==> config.mk <==
export PLATFORM = sky130hd
export DESIGN_NAME = draw_track
export DESIGN_NICKNAME = d
export VERILOG_FILES = /design/src/rtl/track_pkg.sv /design/src/rtl/track_scroll.sv /design/src/rtl/draw_track.sv
export SDC_FILE = /design/constraint.sdc
export NUM_CORES = 1
export LEC_CHECK = 0
export BUFFER_PORTS_ARGS = -buffer_cell sky130_fd_sc_hd__buf_2
export CAP_MARGIN = 0
export CORE_UTILIZATION = 40
export CTS_BUF_LIST = sky130_fd_sc_hd__clkbuf_16
export DETAILED_ROUTE_END_ITERATION = 8
export GPL_ROUTABILITY_DRIVEN = 0
export HOLD_SLACK_MARGIN = 0.06
export PLACE_DENSITY = 0.74
export SYNTH_ARGS = -nofsm -noshare
export SYNTH_HDL_FRONTEND = slang
export SYNTH_SLANG_ARGS = --single-unit
export TNS_END_PERCENT = 30
==> constraint.sdc <==
create_clock -name pclk -period 1.4 [get_ports pclk]
set_input_delay 0.07 -clock pclk [delete_from_list [all_inputs] [get_ports pclk]]
set_output_delay 0.07 -clock pclk [all_outputs]
set_load 0.02 [all_outputs]
==> src/rtl/track_pkg.sv <==
// -----------------------------------------------------------------------------
// track_pkg
// Shared constants and helpers for the track painter.
//   COLOR_W / CNT_W          : pixel colour width and timing counter width
//   DEF_COLOR_*              : default border, line and field colours
//   divider_x()              : left x of lane divider k, evaluated at elaboration
// Optional feature macro used by draw_track: TRACK_FINISH_LINE_EN
// -----------------------------------------------------------------------------
package track_pkg;

    localparam int COLOR_W = 12;
    localparam int CNT_W   = 11;

    localparam logic [COLOR_W-1:0] DEF_COLOR_BORDER = 12'hfff;
    localparam logic [COLOR_W-1:0] DEF_COLOR_LINE   = 12'hfff;
    localparam logic [COLOR_W-1:0] DEF_COLOR_FIELD  = 12'h000;

    // Dividers split the inner width evenly; floor division happens at
    // elaboration only, so no divider hardware is built.
    function automatic int divider_x(input int xRect, input int border,
                                     input int width, input int lanes,
                                     input int k);
        return xRect + border + (k * (width - 2 * border)) / lanes;
    endfunction

endpackage

==> src/rtl/track_scroll.sv <==
// -----------------------------------------------------------------------------
// track_scroll
// Per-frame dash phase generator. A frame tick is the rising edge of vertical
// blanking; on each tick with run_i set the phase advances by speed_i lines,
// wrapping naturally at DASH_PERIOD (a power of two).
// Ports:
//   clk, rst_n     : pixel clock, asynchronous active-low reset
//   vblnk_i        : vertical blanking from the timing generator
//   run_i          : 1 = scroll, 0 = hold phase
//   speed_i        : phase step per frame, in lines
//   scroll_off_o   : current dash phase
// -----------------------------------------------------------------------------
module track_scroll
    import track_pkg::*;
#(
    parameter  int DASH_PERIOD = 32,
    localparam int SW          = $clog2(DASH_PERIOD)
) (
    input  logic          clk,
    input  logic          rst_n,
    input  logic          vblnk_i,
    input  logic          run_i,
    input  logic [3:0]    speed_i,
    output logic [SW-1:0] scroll_off_o
);

    logic          vblnk_q;
    logic          tick;
    logic [SW-1:0] scroll_q;
    logic [SW-1:0] scroll_d;

    assign tick = vblnk_i & ~vblnk_q;

    // Phase advance: the SW-bit add truncates, which is exactly the modulo
    // wrap of a power-of-two period. run/speed are only looked at on a tick.
    always_comb begin
        scroll_d = scroll_q;
        if (tick && run_i) begin
            scroll_d = scroll_q + SW'(speed_i);
        end
    end

    // vblnk_q is the one-cycle delayed blanking used for edge detection.
    always_ff @(posedge clk or negedge rst_n) begin
        if (!rst_n) begin
            vblnk_q  <= 1'b0;
            scroll_q <= '0;
        end else begin
            vblnk_q  <= vblnk_i;
            scroll_q <= scroll_d;
        end
    end

    assign scroll_off_o = scroll_q;

endmodule

==> src/rtl/draw_track.sv <==
// -----------------------------------------------------------------------------
// draw_track
// Paints a scrolling race track into the VGA stream: bordered rectangle, two
// solid edge lines and LANES-1 dashed lane dividers. All timing signals and
// the pixel colour are registered once (1-cycle latency).
// Ports:
//   pclk, rst_n               : pixel clock, asynchronous active-low reset
//   hcount_in, vcount_in      : pixel position
//   hsync/vsync/hblnk/vblnk_in: timing from the generator
//   run, speed                : scroll enable and per-frame step
//   *_out                     : registered timing, rgb_out aligned to them
//   scroll_off                : current dash phase
// Optional feature: define TRACK_FINISH_LINE_EN for a static checkered
// finish band inside the track.
// -----------------------------------------------------------------------------
module draw_track
    import track_pkg::*;
#(
    parameter int X_RECT      = 10,
    parameter int Y_RECT      = 90,
    parameter int WIDTH       = 780,
    parameter int HEIGHT      = 500,
    parameter int BORDER      = 5,
    parameter int EDGE_OFF    = 50,
    parameter int LINE_W      = 6,
    parameter int LANES       = 3,
    parameter int DASH_PERIOD = 32,
    parameter int DASH_ON     = 16,
    parameter logic [COLOR_W-1:0] COLOR_BORDER = DEF_COLOR_BORDER,
    parameter logic [COLOR_W-1:0] COLOR_LINE   = DEF_COLOR_LINE,
    parameter logic [COLOR_W-1:0] COLOR_FIELD  = DEF_COLOR_FIELD
) (
    input  logic                           pclk,
    input  logic                           rst_n,
    input  logic [CNT_W-1:0]               hcount_in,
    input  logic [CNT_W-1:0]               vcount_in,
    input  logic                           hsync_in,
    input  logic                           vsync_in,
    input  logic                           hblnk_in,
    input  logic                           vblnk_in,
    input  logic                           run,
    input  logic [3:0]                     speed,
    output logic [CNT_W-1:0]               hcount_out,
    output logic [CNT_W-1:0]               vcount_out,
    output logic                           hsync_out,
    output logic                           vsync_out,
    output logic                           hblnk_out,
    output logic                           vblnk_out,
    output logic [COLOR_W-1:0]             rgb_out,
    output logic [$clog2(DASH_PERIOD)-1:0] scroll_off
);

    localparam int SW        = $clog2(DASH_PERIOD);
    localparam int LEFT_X    = X_RECT + EDGE_OFF;
    localparam int RIGHT_X   = X_RECT + WIDTH - EDGE_OFF - LINE_W;
    localparam int DASH_BASE = Y_RECT + BORDER;

    int               hPix;
    int               vPix;
    logic             inRect;
    logic             inInner;
    logic             onEdge;
    logic             onDivider;
    logic             dashOn;
    logic [SW-1:0]    dashPos;
    logic [LANES-1:0] divHit;
    logic [COLOR_W-1:0] rgb_d;

    logic [CNT_W-1:0]   hcount_q;
    logic [CNT_W-1:0]   vcount_q;
    logic               hsync_q;
    logic               vsync_q;
    logic               hblnk_q;
    logic               vblnk_q;
    logic [COLOR_W-1:0] rgb_q;

    track_scroll #(
        .DASH_PERIOD (DASH_PERIOD)
    ) u_scroll (
        .clk          (pclk),
        .rst_n        (rst_n),
        .vblnk_i      (vblnk_in),
        .run_i        (run),
        .speed_i      (speed),
        .scroll_off_o (scroll_off)
    );

    assign hPix = int'(hcount_in);
    assign vPix = int'(vcount_in);

    assign inRect  = (hPix >= X_RECT) && (hPix < X_RECT + WIDTH) &&
                     (vPix >= Y_RECT) && (vPix < Y_RECT + HEIGHT);
    assign inInner = (hPix >= X_RECT + BORDER) && (hPix < X_RECT + WIDTH - BORDER) &&
                     (vPix >= Y_RECT + BORDER) && (vPix < Y_RECT + HEIGHT - BORDER);

    assign onEdge = ((hPix >= LEFT_X)  && (hPix < LEFT_X + LINE_W)) ||
                    ((hPix >= RIGHT_X) && (hPix < RIGHT_X + LINE_W));

    // Index 0 is tied low and never marks a divider, so LANES = 1 still
    // yields a legal vector with no dividers drawn.
    assign divHit[0] = 1'b0;
    for (genvar k = 1; k < LANES; k++) begin : g_div
        localparam int DX = divider_x(X_RECT, BORDER, WIDTH, LANES, k);
        assign divHit[k] = (hPix >= DX) && (hPix < DX + LINE_W);
    end
    assign onDivider = |divHit;

    // Only the low SW bits matter: the period is a power of two, so the
    // truncated arithmetic is the modulo (also for rows above the base).
    assign dashPos = SW'(vcount_in) - SW'(DASH_BASE) + scroll_off;
    assign dashOn  = (dashPos < SW'(DASH_ON));

`ifdef TRACK_FINISH_LINE_EN
    localparam int FINISH_Y = Y_RECT + 40;
    localparam int FINISH_H = 8;
    logic inFinish;
    assign inFinish = inInner && (vPix >= FINISH_Y) && (vPix < FINISH_Y + FINISH_H);
`endif

    // Colour priority: blanking, outside, border, finish band, lines, field.
    always_comb begin
        rgb_d = '0;
        if (hblnk_in || vblnk_in) begin
            rgb_d = '0;
        end else if (!inRect) begin
            rgb_d = '0;
        end else if (!inInner) begin
            rgb_d = COLOR_BORDER;
`ifdef TRACK_FINISH_LINE_EN
        end else if (inFinish) begin
            rgb_d = (hcount_in[2] ^ vcount_in[2]) ? COLOR_LINE : COLOR_FIELD;
`endif
        end else if (onEdge || (onDivider && dashOn)) begin
            rgb_d = COLOR_LINE;
        end else begin
            rgb_d = COLOR_FIELD;
        end
    end

    // Single pipeline stage keeping colour aligned with the timing signals.
    always_ff @(posedge pclk or negedge rst_n) begin
        if (!rst_n) begin
            hcount_q <= '0;
            vcount_q <= '0;
            hsync_q  <= 1'b0;
            vsync_q  <= 1'b0;
            hblnk_q  <= 1'b0;
            vblnk_q  <= 1'b0;
            rgb_q    <= '0;
        end else begin
            hcount_q <= hcount_in;
            vcount_q <= vcount_in;
            hsync_q  <= hsync_in;
            vsync_q  <= vsync_in;
            hblnk_q  <= hblnk_in;
            vblnk_q  <= vblnk_in;
            rgb_q    <= rgb_d;
        end
    end

    assign hcount_out = hcount_q;
    assign vcount_out = vcount_q;
    assign hsync_out  = hsync_q;
    assign vsync_out  = vsync_q;
    assign hblnk_out  = hblnk_q;
    assign vblnk_out  = vblnk_q;
    assign rgb_out    = rgb_q;

endmodule

# Word level (Yosys, flattened, before mapping)
# Cells that the tools add are included.
[op_classes]
addsub = 3
magnitude_cmp = 17
n_mux = 4
bitwise_logic = 2
n_reduce_logical = 16
[op_table]
columns = ["op", "n"]
rows = [
  ["11-bit by 10-bit less-than comparator with 1-bit output (second input constant)", 6],
  ["12-bit two-way mux", 4],
  ["11-bit by 10-bit >= comparator with 1-bit output (second input constant)", 2],
  ["11-bit by 4-bit >= comparator with 1-bit output (second input constant)", 2],
  ["11-bit by 7-bit >= comparator with 1-bit output (second input constant)", 2],
  ["1-bit logical AND", 12],
  ["11-bit by 6-bit >= comparator with 1-bit output (second input constant)", 1],
  ["11-bit by 9-bit >= comparator with 1-bit output (second input constant)", 1],
  ["11-bit by 7-bit less-than comparator with 1-bit output (second input constant)", 1],
  ["11-bit by 9-bit less-than comparator with 1-bit output (second input constant)", 1],
  ["5-bit by 4-bit adder with 5-bit output", 1],
  ["5-bit adder", 1],
  ["5-bit less-than comparator (second input constant)", 1],
  ["5-bit subtractor (second input constant)", 1],
  ["1-bit logical OR", 3],
  ["2-bit OR reduction", 1],
  ["1-bit AND", 1],
  ["1-bit NOT", 1],
]
[word_totals]
register_bits = 43
input_bits = 33
output_inout_bits = 43
wordCells = 50

# Depth between registers and ports, before layout
# Gate-level depths: netlist of the first run.
[logic_depth]
ltp_word = 9
mapped_depth = 7

# Modules after synthesis
# Synthesis of the first run repeated with hierarchy kept, for this count alone.
[unflattened]
cells_unflattened = 137
area_unflattened_um2 = 1585.3
[modules_own_cells]
columns = ["mod", "n_inst", "cells_each", "area_each_um2", "seq_area_each_um2"]
rows = [
  ["draw_track", 1, 100, 1207.4, 675.6],
  ["track_scroll", 1, 37, 377.9, 150.1],
]

# Least setup slack after synthesis of the first run
# No wires, ideal clock.
[synth_path]
path_kind = "register -> register"
start = "register u_scroll.scroll_q[0] (netlist: u_scroll.scroll_off_o[0])"
end = "register u_scroll.scroll_q[4] (netlist: u_scroll.scroll_off_o[4])"
setup_time_ps = 80
arrival_time_ps = 1565
required_time_ps = 1320
setup_slack_ps = -244
path_stages_with_launch = 8
path_buffers = 0
synth_period_minus_slack_ps = 1644
cell_sequence = "dfrtp_1 ha_1 inv_1 fa_1 nor2b_1 o21ai_1 a21oi_1 xor2_1"
[synth_between]
elab_chain_cells = 1
[synth_rtl]
columns = ["item", "line", "text"]
rows = [
  ["start: declaration", "track_scroll.sv:29", "logic [SW-1:0] scroll_q;"],
  ["start signal: assignment", "track_scroll.sv:50", "scroll_q <= scroll_d;"],
  ["5-bit by 4-bit adder with 5-bit output", "track_scroll.sv:39", "scroll_d = scroll_q + SW'(speed_i);"],
]
# No other way between the ends.
# A chain may end at the register's enable or synchronous reset.

# Worst setup path after layout of the first run
[layout_path]
start = "register u_scroll.scroll_q[1] (netlist: u_scroll.scroll_off_o[1])"
end = "register rgb_q[10] (netlist: rgb_out[10])"
[layout_between]
elab_chain_cells = 8
[layout_rtl]
columns = ["item", "line", "text"]
rows = [
  ["5-bit adder", "draw_track.sv:110", "assign dashPos = SW'(vcount_in) - SW'(DASH_BASE) + scroll_off;"],
  ["5-bit less-than comparator", "draw_track.sv:111", "assign dashOn = (dashPos < SW'(DASH_ON));"],
  ["1-bit logical AND", "draw_track.sv:133", "end else if (onEdge || (onDivider && dashOn)) begin"],
  ["1-bit logical OR", "draw_track.sv:133", ""],
  ["12-bit two-way mux", "draw_track.sv:133", ""],
  ["12-bit two-way mux", "draw_track.sv:127", "end else if (!inInner) begin"],
  ["12-bit two-way mux", "draw_track.sv:125", "end else if (!inRect) begin"],
  ["12-bit two-way mux", "draw_track.sv:123", "if (hblnk_in || vblnk_in) begin"],
  ["end signal: assignment", "draw_track.sv:157", "rgb_q <= rgb_d;"],
  ["end: declaration", "draw_track.sv:75", "logic [COLOR_W-1:0] rgb_q;"],
]
# No other way between the ends.

==> results of run 1 <==
## state kept, by name, indices dropped and copies added, names as in the netlist
register,count
u_scroll.scroll_off_o,5
hblnk_out,1
u_scroll.vblnk_q,1
vcount_out,11
vsync_out,1
rgb_out,1
hsync_out,1
hcount_out,11
## cell families (layout without fill, tap and decap cells)
logic type	after synthesis	in the layout	synth area share (%)
and+or+nand+nor	34	34	14.0
AOI/OAI and AO/OA	32	32	14.8
DFF	32	32	53.7
buffers and inverters	17	131	7.14
adders and majority gates	8	8	7.22
xor gates and xnor gates	4	4	2.35
muxes	1	1	0.756
## per-layer routing
| layer | GRT usage (%) | wire length (µm) | vias to the layer above | part of all wire, % |
|---|---|---|---|---|
| met5 | 0 | 0 | - | 0 |
| met2 | 34.5 | 2010 | 73 | 51 |
| li1 | - | - | 690 | - |
| met4 | 11.3 | 113 | 0 | 2.8 |
| met3 | 5.47 | 254 | 11 | 6.4 |
| met1 | 25.7 | 1590 | 660 | 40 |
## through the flow
| step | total power [µW] | worst slack, ns | cell area, µm² | hold WS (ns) | cells |
|---|---|---|---|---|---|
| 6_report | 3240 | -0.221 | 2410 | 0.184 | 288 |
| 5_1_grt | 3450 | -0.287 | 2410 | 0.203 | 288 |
| 4_1_cts | 3200 | -0.218 | 2380 | 0.157 | 288 |
| 3_5_place_dp | 2090 | -0.200 | 1960 | -0.00932 | 253 |
| 3_3_place_gp | 2070 | -0.130 | 1960 | -0.00984 | 253 |
| 2_1_floorplan | 1670 | -0.179 | 1490 | -0.226 | 128 |
## final cells by class
cell class              count  area, µm²  share of cell area (%)
well taps                  46       57.6                    2.39
multi-input cells          79        624                    25.9
clock inverters             3       13.8                   0.571
repair buffers            118        766                    31.8
clock buffers               5        125                    5.19
flip-flops and latches     32        803                    33.4
inverters                   5       18.8                   0.779
## critical path, cell delays in order (launching register included)
cell and delay (ns):
dfrtp_2 0.43, ha_4 0.21, o21a_1 0.10, o211ai_1 0.21, a21oi_1 0.11, nor4bb_1 0.30, o2111a_1 0.21
## timing repair
action	in CTS	in global routing
pin swaps	3	6
endpoints found under the setup margin	3	3
gates resized for setup	3	5
hold endpoints to repair	39	0
hold buffers	27	0
## layout by cell type, fill, tap and decap left out, types with 5 or more instances in the layout
master and count:
buf_2 75, buf_4 16, inv_1 5, dfrtp_1 30
dlygate4sd3_1 27, clkbuf_16 5, nand2_1 8, ha_1 5
## worst max path at each step
stage,cells past startpoint,end,start,slack (ns)
CTS,6,rgb_out[10],u_scroll.scroll_off_o[1],-0.22
finish,6,rgb_out[10],u_scroll.scroll_off_o[1],-0.22
global route,6,rgb_out[10],u_scroll.scroll_off_o[1],-0.29
detailed placement,6,rgb_out[10],u_scroll.scroll_off_o[1],-0.20
floorplan,6,rgb_out[10],u_scroll.scroll_off_o[1],-0.18
global placement,6,rgb_out[10],hcount_in[1],-0.13
## power by group through the flow
stage                     combinational, µW  sequential, µW  clock (µW)
after global placement                  951            1120           0
after detailed placement                962            1130           0
after floorplan                         389            1290           0
final                                  1090            1130        1010
after global routing                   1210            1150        1090
after CTS                              1050            1120        1030
==> flow_summary.ini, run 1 <==
[status]
outcome = finished, violations left
violations = setup timing

[pwr]
power.internal_uw = 2210
power_density_nw_per_um2 = 1340
comb_power_share_pct = 33.8
max-vdd-ir-drop_mv = 0.787
p_clk_share_pct = 31.3
p_sw_uw = 1030
switching_share_pct = 31.7
seq_power_share_pct = 34.9
p_leak_uw = 0.00118

[worst_setup_path]
cp.required_ns = 1.61
crit_type = flip-flop to flip-flop
critPathMaxFanout = 2
worst_ep_arrival_time_ns = 1.83
r2r_start = u_scroll.scroll_off_o[1]
cp-start-kind = flip-flop
worst_setup_path_end_kind = flip-flop
reg2reg_to = rgb_out[10]
rrSetupSlack_ns = -0.22
worstRegToRegCells = 6

[yosys]
synth_warnings = 0
synth_cell_types = 41
syn-num-nets = 169
synth_top_area_cell = dfrtp_1
netlist.area_leader.share_pct = 53.7
avgSynthCellArea_um2 = 11.6
synthCells = 128
seq_area_frac_synth_pct = 53.7
synth_area_um2 = 1490
synth-edff-count = 0
ys_ff_latch = 32
synth.most_common_cell = dfrtp_1
synth_common_cells = dfrtp_1 (32), buf_4 (11), nand2_1 (8)
ys_async_sr_fraction_pct = 100
ys.flop_type = dfrtp_1
ys_top_cells_by_area = dfrtp_1 (54%), ha_1 (5.9%), buf_4 (5.5%), xor2_1 (2.4%), a21oi_1 (2.0%)

[sta]
hold_viol = 0
max_slew_margin_pct = 71.4
setup_slack_ns = -0.221
setup_viol = 3
finalSetupTns_ns = -0.381
worst_clock_skew_ns = 0.000272
period_minus_slack_ns = 1.62
grt_setup_unrepaired = yes
worst_pin_slew_ns = 0.419
slew_viol_final = 0
fmax_mhz = 617
fin_crit_sh_pct = 116

[floorplan]
start_util_pct = 43.3
die_area_um2 = 3970
fp.dieW_um = 63.0
rows = 21
coreArea_um2 = 3440
io_pins = 76
die_y_um = 63.0

[cts]
clockBufferDepth = 2
clk-insertion-delay-late_ns = 0.27
cts_htree_levels = 2
cts_tree = yes
cts.sinks = 32
cts_root_buf = clkbuf_16
clk_pin_slew_ns = 0.05
cts_buffers = 5
postCtsSetupRepairBufs = 0

[route]
first_pass_iters = 4
initialDrtViolationCount = 73
totalWireLength_mm = 3.97
avgViaCountPerCell = 4.98
drc = 0
ant_nets = 0
num_vias = 1434
routedWlPerCell_um = 13.8

[cells_and_area]
num_antenna_cells = 0
drive_gt1_share_pct = 45.5
fin_nets = 282
area_growth_pct = 61.6
fillCellCount = 263
utilization_pct = 70.0

[grt]
grt_pass1_vias = 1384
grt_start_max_net_pins = 20
grt_pass1_wl_mm = 6.48
grt_overflow_total = 0
antenna_found_initial = 0
grtUsageTotal_pct = 21.3

[run]
cap_viol_max_count = 0

[hold_path]
hold_path_class = primary input to flip-flop
hp-start = speed[0]
whs_path_depth = 3
min_to = u_scroll.scroll_off_o[0]

[placement]
dpl.hpwl_mm = 2.64
port_buffers = 75
(Power assumes the default switching activity.)
==> run 2: changes to the inputs <==
--- a/config.mk
+++ b/config.mk
@@ -13,6 +13,7 @@
 export GPL_ROUTABILITY_DRIVEN = 0
 export HOLD_SLACK_MARGIN = 0.06
 export PLACE_DENSITY = 0.74
+export REMOVE_ABC_BUFFERS = 1
 export SYNTH_ARGS = -nofsm -noshare
 export SYNTH_HDL_FRONTEND = slang
 export SYNTH_SLANG_ARGS = --single-unit
==> flow_summary.ini, run 2 (synthesis results as in run 1) <==
[cells_and_area]
area_growth_pct = 58.6
mostFrequentLayoutCells = buf_2 (75), dfrtp_1 (32), dlygate4sd3_1 (24), buf_4 (18), nand2_1 (8)
drive_gt1_share_pct = 44.2
fin_nets = 281
seq_area_um2 = 801
multi_input_area_um2 = 603
num_antenna_cells = 0
final_common_cell = buf_2
fillCellCount = 276
finish.instance_area_um2 = 2360

[floorplan]
fp.dieW_um = 63.0
io_pins = 76
die_y_um = 63.0
start_util_pct = 43.3
die_area_um2 = 3970
coreArea_um2 = 3440
rows = 21

[worst_setup_path]
cpPeakStageDelay_ns = 0.37
worst_setup_path_end_kind = flip-flop
cp-start-kind = flip-flop
critPathSlowestCell = dfrtp_1
r2r_start = u_scroll.scroll_off_o[1]
cp.required_ns = 1.61
critPathMaxFanout = 2
crit_chain = ha_1 > o21a_1 > o211ai_1 > a21oi_1 > nor4bb_1 > o2111a_1
crit_type = flip-flop to flip-flop
crit_family = compound AO/OA/AOI/OAI gates
crit_start = u_scroll.scroll_off_o[1]
worst_ep_arrival_time_ns = 1.76
crit_buf_inv = 0

[cts]
cts_htree_levels = 2
clk-insertion-delay-late_ns = 0.27
cts.sinks = 32
clockBufferDepth = 2
postCtsSetupRepairBufs = 0
clk_pin_slew_ns = 0.05
cts_tree = yes
cts_buffers = 5
cts_root_buf = clkbuf_16

[grt]
antenna_found_initial = 0
grt_overflow_total = 0
grtUsageTotal_pct = 21.6
grt_start_max_net_pins = 33
grt_pass1_vias = 1369
grt_pass1_wl_mm = 6.47

[placement]
port_buffers = 75
pre_cts_ws_ns = -0.139
dpl.hpwl_mm = 2.56
place_area_um2 = 1970

[sta]
worst_pin_slew_ns = 0.687
setup_viol = 4
max_slew_margin_pct = 54.2
setup_slack_ns = -0.152
slew_viol_final = 0
holdWs_ns = 0.0913
grt_setup_unrepaired = yes
fmax_mhz = 644
finalSetupTns_ns = -0.296
worst_clock_skew_ns = 0.000212
fin_crit_sh_pct = 111
period_minus_slack_ns = 1.55
hold_viol = 0

[route]
drc = 0
totalWireLength_mm = 3.72
routedWlPerCell_um = 13.0
ant_nets = 0
avgViaCountPerCell = 4.90
num_vias = 1401
first_pass_iters = 4
initialDrtViolationCount = 63

[pwr]
power_density_nw_per_um2 = 1340
max-vdd-ir-drop_mv = 0.550
p_leak_uw = 0.00118
total_power_uw = 3160

[hold_path]
hold_path_class = primary input to flip-flop
hp-start = hcount_in[2]

[status]
violations = setup timing
outcome = finished, violations left

[run]
cap_viol_max_count = 0
==> run 2: changes by cell type in the layout (fill, tap and decap cells not counted), sizes merged <==
cell,change
clkinv,-1
dlygate4sd3,-3
buf,+2
==> run 2: through the flow <==
| step | instances | util [%] |
|---|---|---|
| after floorplan | 116 | - |
| after global routing | 286 | 68.7 |
| after CTS | 286 | 68.2 |
| after global placement | 255 | 57.3 |
| final | 286 | 68.7 |
| after detailed placement | 255 | 57.3 |
==> run 2: area by class of cell <==
type / instances / share of cell area, %
sequential: 32 / 33.9
timing repair buffer: 117 / 31.8
multi-input combinational: 79 / 25.5
clock buffer: 5 / 5.29
tap: 46 / 2.44
inverter: 5 / 0.794
clock inverter: 2 / 0.318
==> run 2: per-layer routing <==
layer | vias to the layer above | share of wire [%] | track usage [%]
li1 | 685 | - | -
met1 | 654 | 43 | 27.0
met2 | 54 | 50 | 36.4
met3 | 8 | 4.8 | 4.38
met4 | 0 | 1.9 | 7.85
met5 | - | 0 | 0
==> run 2: repair_timing <==
action | CTS | global route
pin swaps | 5 | 0
hold buffers | 24 | 0
resized for setup | 1 | 4
hold endpoints to repair | 55 | 0
setup endpoints to repair | 4 | 4
==> run 2: final timing paths <==
path	end	slack, ns	cells after the start
setup / recovery	rgb_out[10]	-0.15	6
hold / removal	hcount_out[2]	0.09	2
setup reg to reg	rgb_out[10]	-0.15	6
hold reg to reg	u_scroll.scroll_off_o[4]	0.54	1
max in group asynchronous	vsync_out	0.58	2
min in group asynchronous	hcount_out[7]	0.38	2
==> run 2: power by group <==
group / internal (µW) / switching, µW / leakage (µW) / total, µW
combinational: 513 / 568 / 0.000734 / 1080
sequential: 1040 / 69.9 / 0.000378 / 1110
clock: 633 / 340 / 0.0000648 / 973
==> run 3: changes to the inputs <==
--- a/config.mk
+++ b/config.mk
@@ -7,6 +7,7 @@
 export LEC_CHECK = 0
 export BUFFER_PORTS_ARGS = -buffer_cell sky130_fd_sc_hd__buf_2
 export CAP_MARGIN = 0
+export CORE_ASPECT_RATIO = 1.2
 export CORE_UTILIZATION = 40
 export CTS_BUF_LIST = sky130_fd_sc_hd__clkbuf_16
 export DETAILED_ROUTE_END_ITERATION = 8
==> flow_summary.ini, run 3 (synthesis results as in run 1) <==
[status]
outcome = finished, violations left
violations = DRC, setup timing

[worst_setup_path]
crit_chain = ha_1 > o21a_1 > o211ai_1 > a21oi_1 > nor4bb_1 > o2111a_1
cpPeakStageDelay_ns = 0.38
path_depth = 6
critPathMaxFanout = 2
reg2reg_to = rgb_out[10]
cp-start-kind = flip-flop
crit_type = flip-flop to flip-flop
critPathSlowestCell = dfrtp_1
worst_setup_path_end_kind = flip-flop
worstRegToRegCells = 6
worst_ep_arrival_time_ns = 1.83
r2r_start = u_scroll.scroll_off_o[1]
crit_family = compound AO/OA/AOI/OAI gates
crit_buf_inv = 0
rrSetupSlack_ns = -0.21
cp.required_ns = 1.61

[cells_and_area]
final_common_cell = buf_2
mostFrequentLayoutCells = buf_2 (75), dfrtp_1 (32), dlygate4sd3_1 (27), buf_4 (19), nand2_1 (8)
num_antenna_cells = 0
fin_nets = 285
drive_gt1_share_pct = 43.3
area_growth_pct = 60.1

[cts]
cts_htree_levels = 2
clk-insertion-delay-late_ns = 0.28
cts_buffers = 5
cts.sinks = 32
postCtsSetupRepairBufs = 0
clk_pin_slew_ns = 0.05
cts_tree = yes
clockBufferDepth = 2
cts_root_buf = clkbuf_16

[pwr]
p_clk_share_pct = 31.4
p_sw_uw = 989
comb_power_share_pct = 33.7
p_leak_uw = 0.00120
power_density_nw_per_um2 = 1330
power.internal_uw = 2180
seq_power_share_pct = 34.9
max-vdd-ir-drop_mv = 0.750
switching_share_pct = 31.2

[hold_path]
min_to = u_scroll.scroll_off_o[0]
hold_path_class = primary input to flip-flop
hp-start = speed[0]
whs_path_depth = 3

[sta]
worst_pin_slew_ns = 0.708
worst_clock_skew_ns = 0.000364
hold_viol = 0
grt_setup_unrepaired = yes
period_minus_slack_ns = 1.61
finalSetupTns_ns = -0.386
setup_slack_ns = -0.214
fin_crit_sh_pct = 115
max_slew_margin_pct = 52.8
fmax_mhz = 620
setup_viol = 3
slew_viol_final = 0

[grt]
grtUsageTotal_pct = 20.4
grt_start_max_net_pins = 33
antenna_found_initial = 0
grt_pass1_vias = 1279
grt_pass1_wl_mm = 5.87
grt_overflow_total = 0

[floorplan]
io_pins = 76
die_y_um = 68.9
fp.dieW_um = 57.7
rows = 23
coreArea_um2 = 3450
die_area_um2 = 3970
start_util_pct = 43.2

[placement]
pre_cts_ws_ns = -0.199
port_buffers = 75
dpl.hpwl_mm = 2.50

[route]
totalWireLength_mm = 3.85
avgViaCountPerCell = 5.10
routedWlPerCell_um = 13.7
num_vias = 1439
ant_nets = 0
first_pass_iters = 6
initialDrtViolationCount = 36
drc = 7

[run]
cap_viol_max_count = 0
==> run 3: routing by layer <==
metal	wire [µm]	track usage, %
met5	0	0
met4	85	11.6
met3	206	4.10
met2	1940	35.6
met1	1620	23.5
==> run 3: layout make-up <==
class	count	area [µm²]
Clock inverter	3	11.3
Inverter	5	18.8
Timing Repair Buffer	121	788
Sequential cell	32	801
Tap cell	37	46.3
Multi-Input combinational cell	79	596
Clock buffer	5	125
Fill cell	267	1070
==> run 3: tightest hold or removal path: cells and delay by family <==
family	cells	cell delay [ns]
adders and majority gates	1	0.16
buffers and inverters	1	0.09
muxes	1	0.13
==> run 3: worst max-delay path by stage <==
stage	startpoint	end
2_1_floorplan	rgb_out[10]	rgb_out[0]
4_1_cts	u_scroll.scroll_off_o[1]	rgb_out[10]
3_3_place_gp	u_scroll.scroll_off_o[1]	rgb_out[10]
3_5_place_dp	u_scroll.scroll_off_o[1]	rgb_out[10]
5_1_grt	u_scroll.scroll_off_o[1]	rgb_out[10]
6_report	u_scroll.scroll_off_o[1]	rgb_out[10]
==> run 3: stage by stage <==
step | power (µW) | area (µm²) | utilization, % | cells | hold slack (ns)
floorplan | 1660 | 1400 | - | 116 | -0.226
global placement | 2070 | 1970 | 57.0 | 247 | 0.147
detailed placement | 2090 | 1970 | 57.0 | 247 | 0.149
CTS | 3160 | 2380 | 68.9 | 282 | 0.166
global route | 3360 | 2390 | 69.1 | 282 | 0.209
finish | 3170 | 2390 | 69.1 | 282 | 0.203
==> run 3: power groups by stage <==
stage          logic [µW]  clock network [µW]  registers [µW]
3_5_place_dp          976                   0            1120
3_3_place_gp          955                   0            1120
6_report             1070                 994            1110
5_1_grt              1190                1050            1120
4_1_cts              1050                1000            1100
2_1_floorplan         369                   0            1290
==> run 3: repair_timing <==
action                                 in CTS  in global routing
setup endpoints to repair                   3                  3
resized for setup                           2                  2
hold buffers                               27                  0
pin swaps                                   4                  0
endpoints found under the hold margin      58                  0
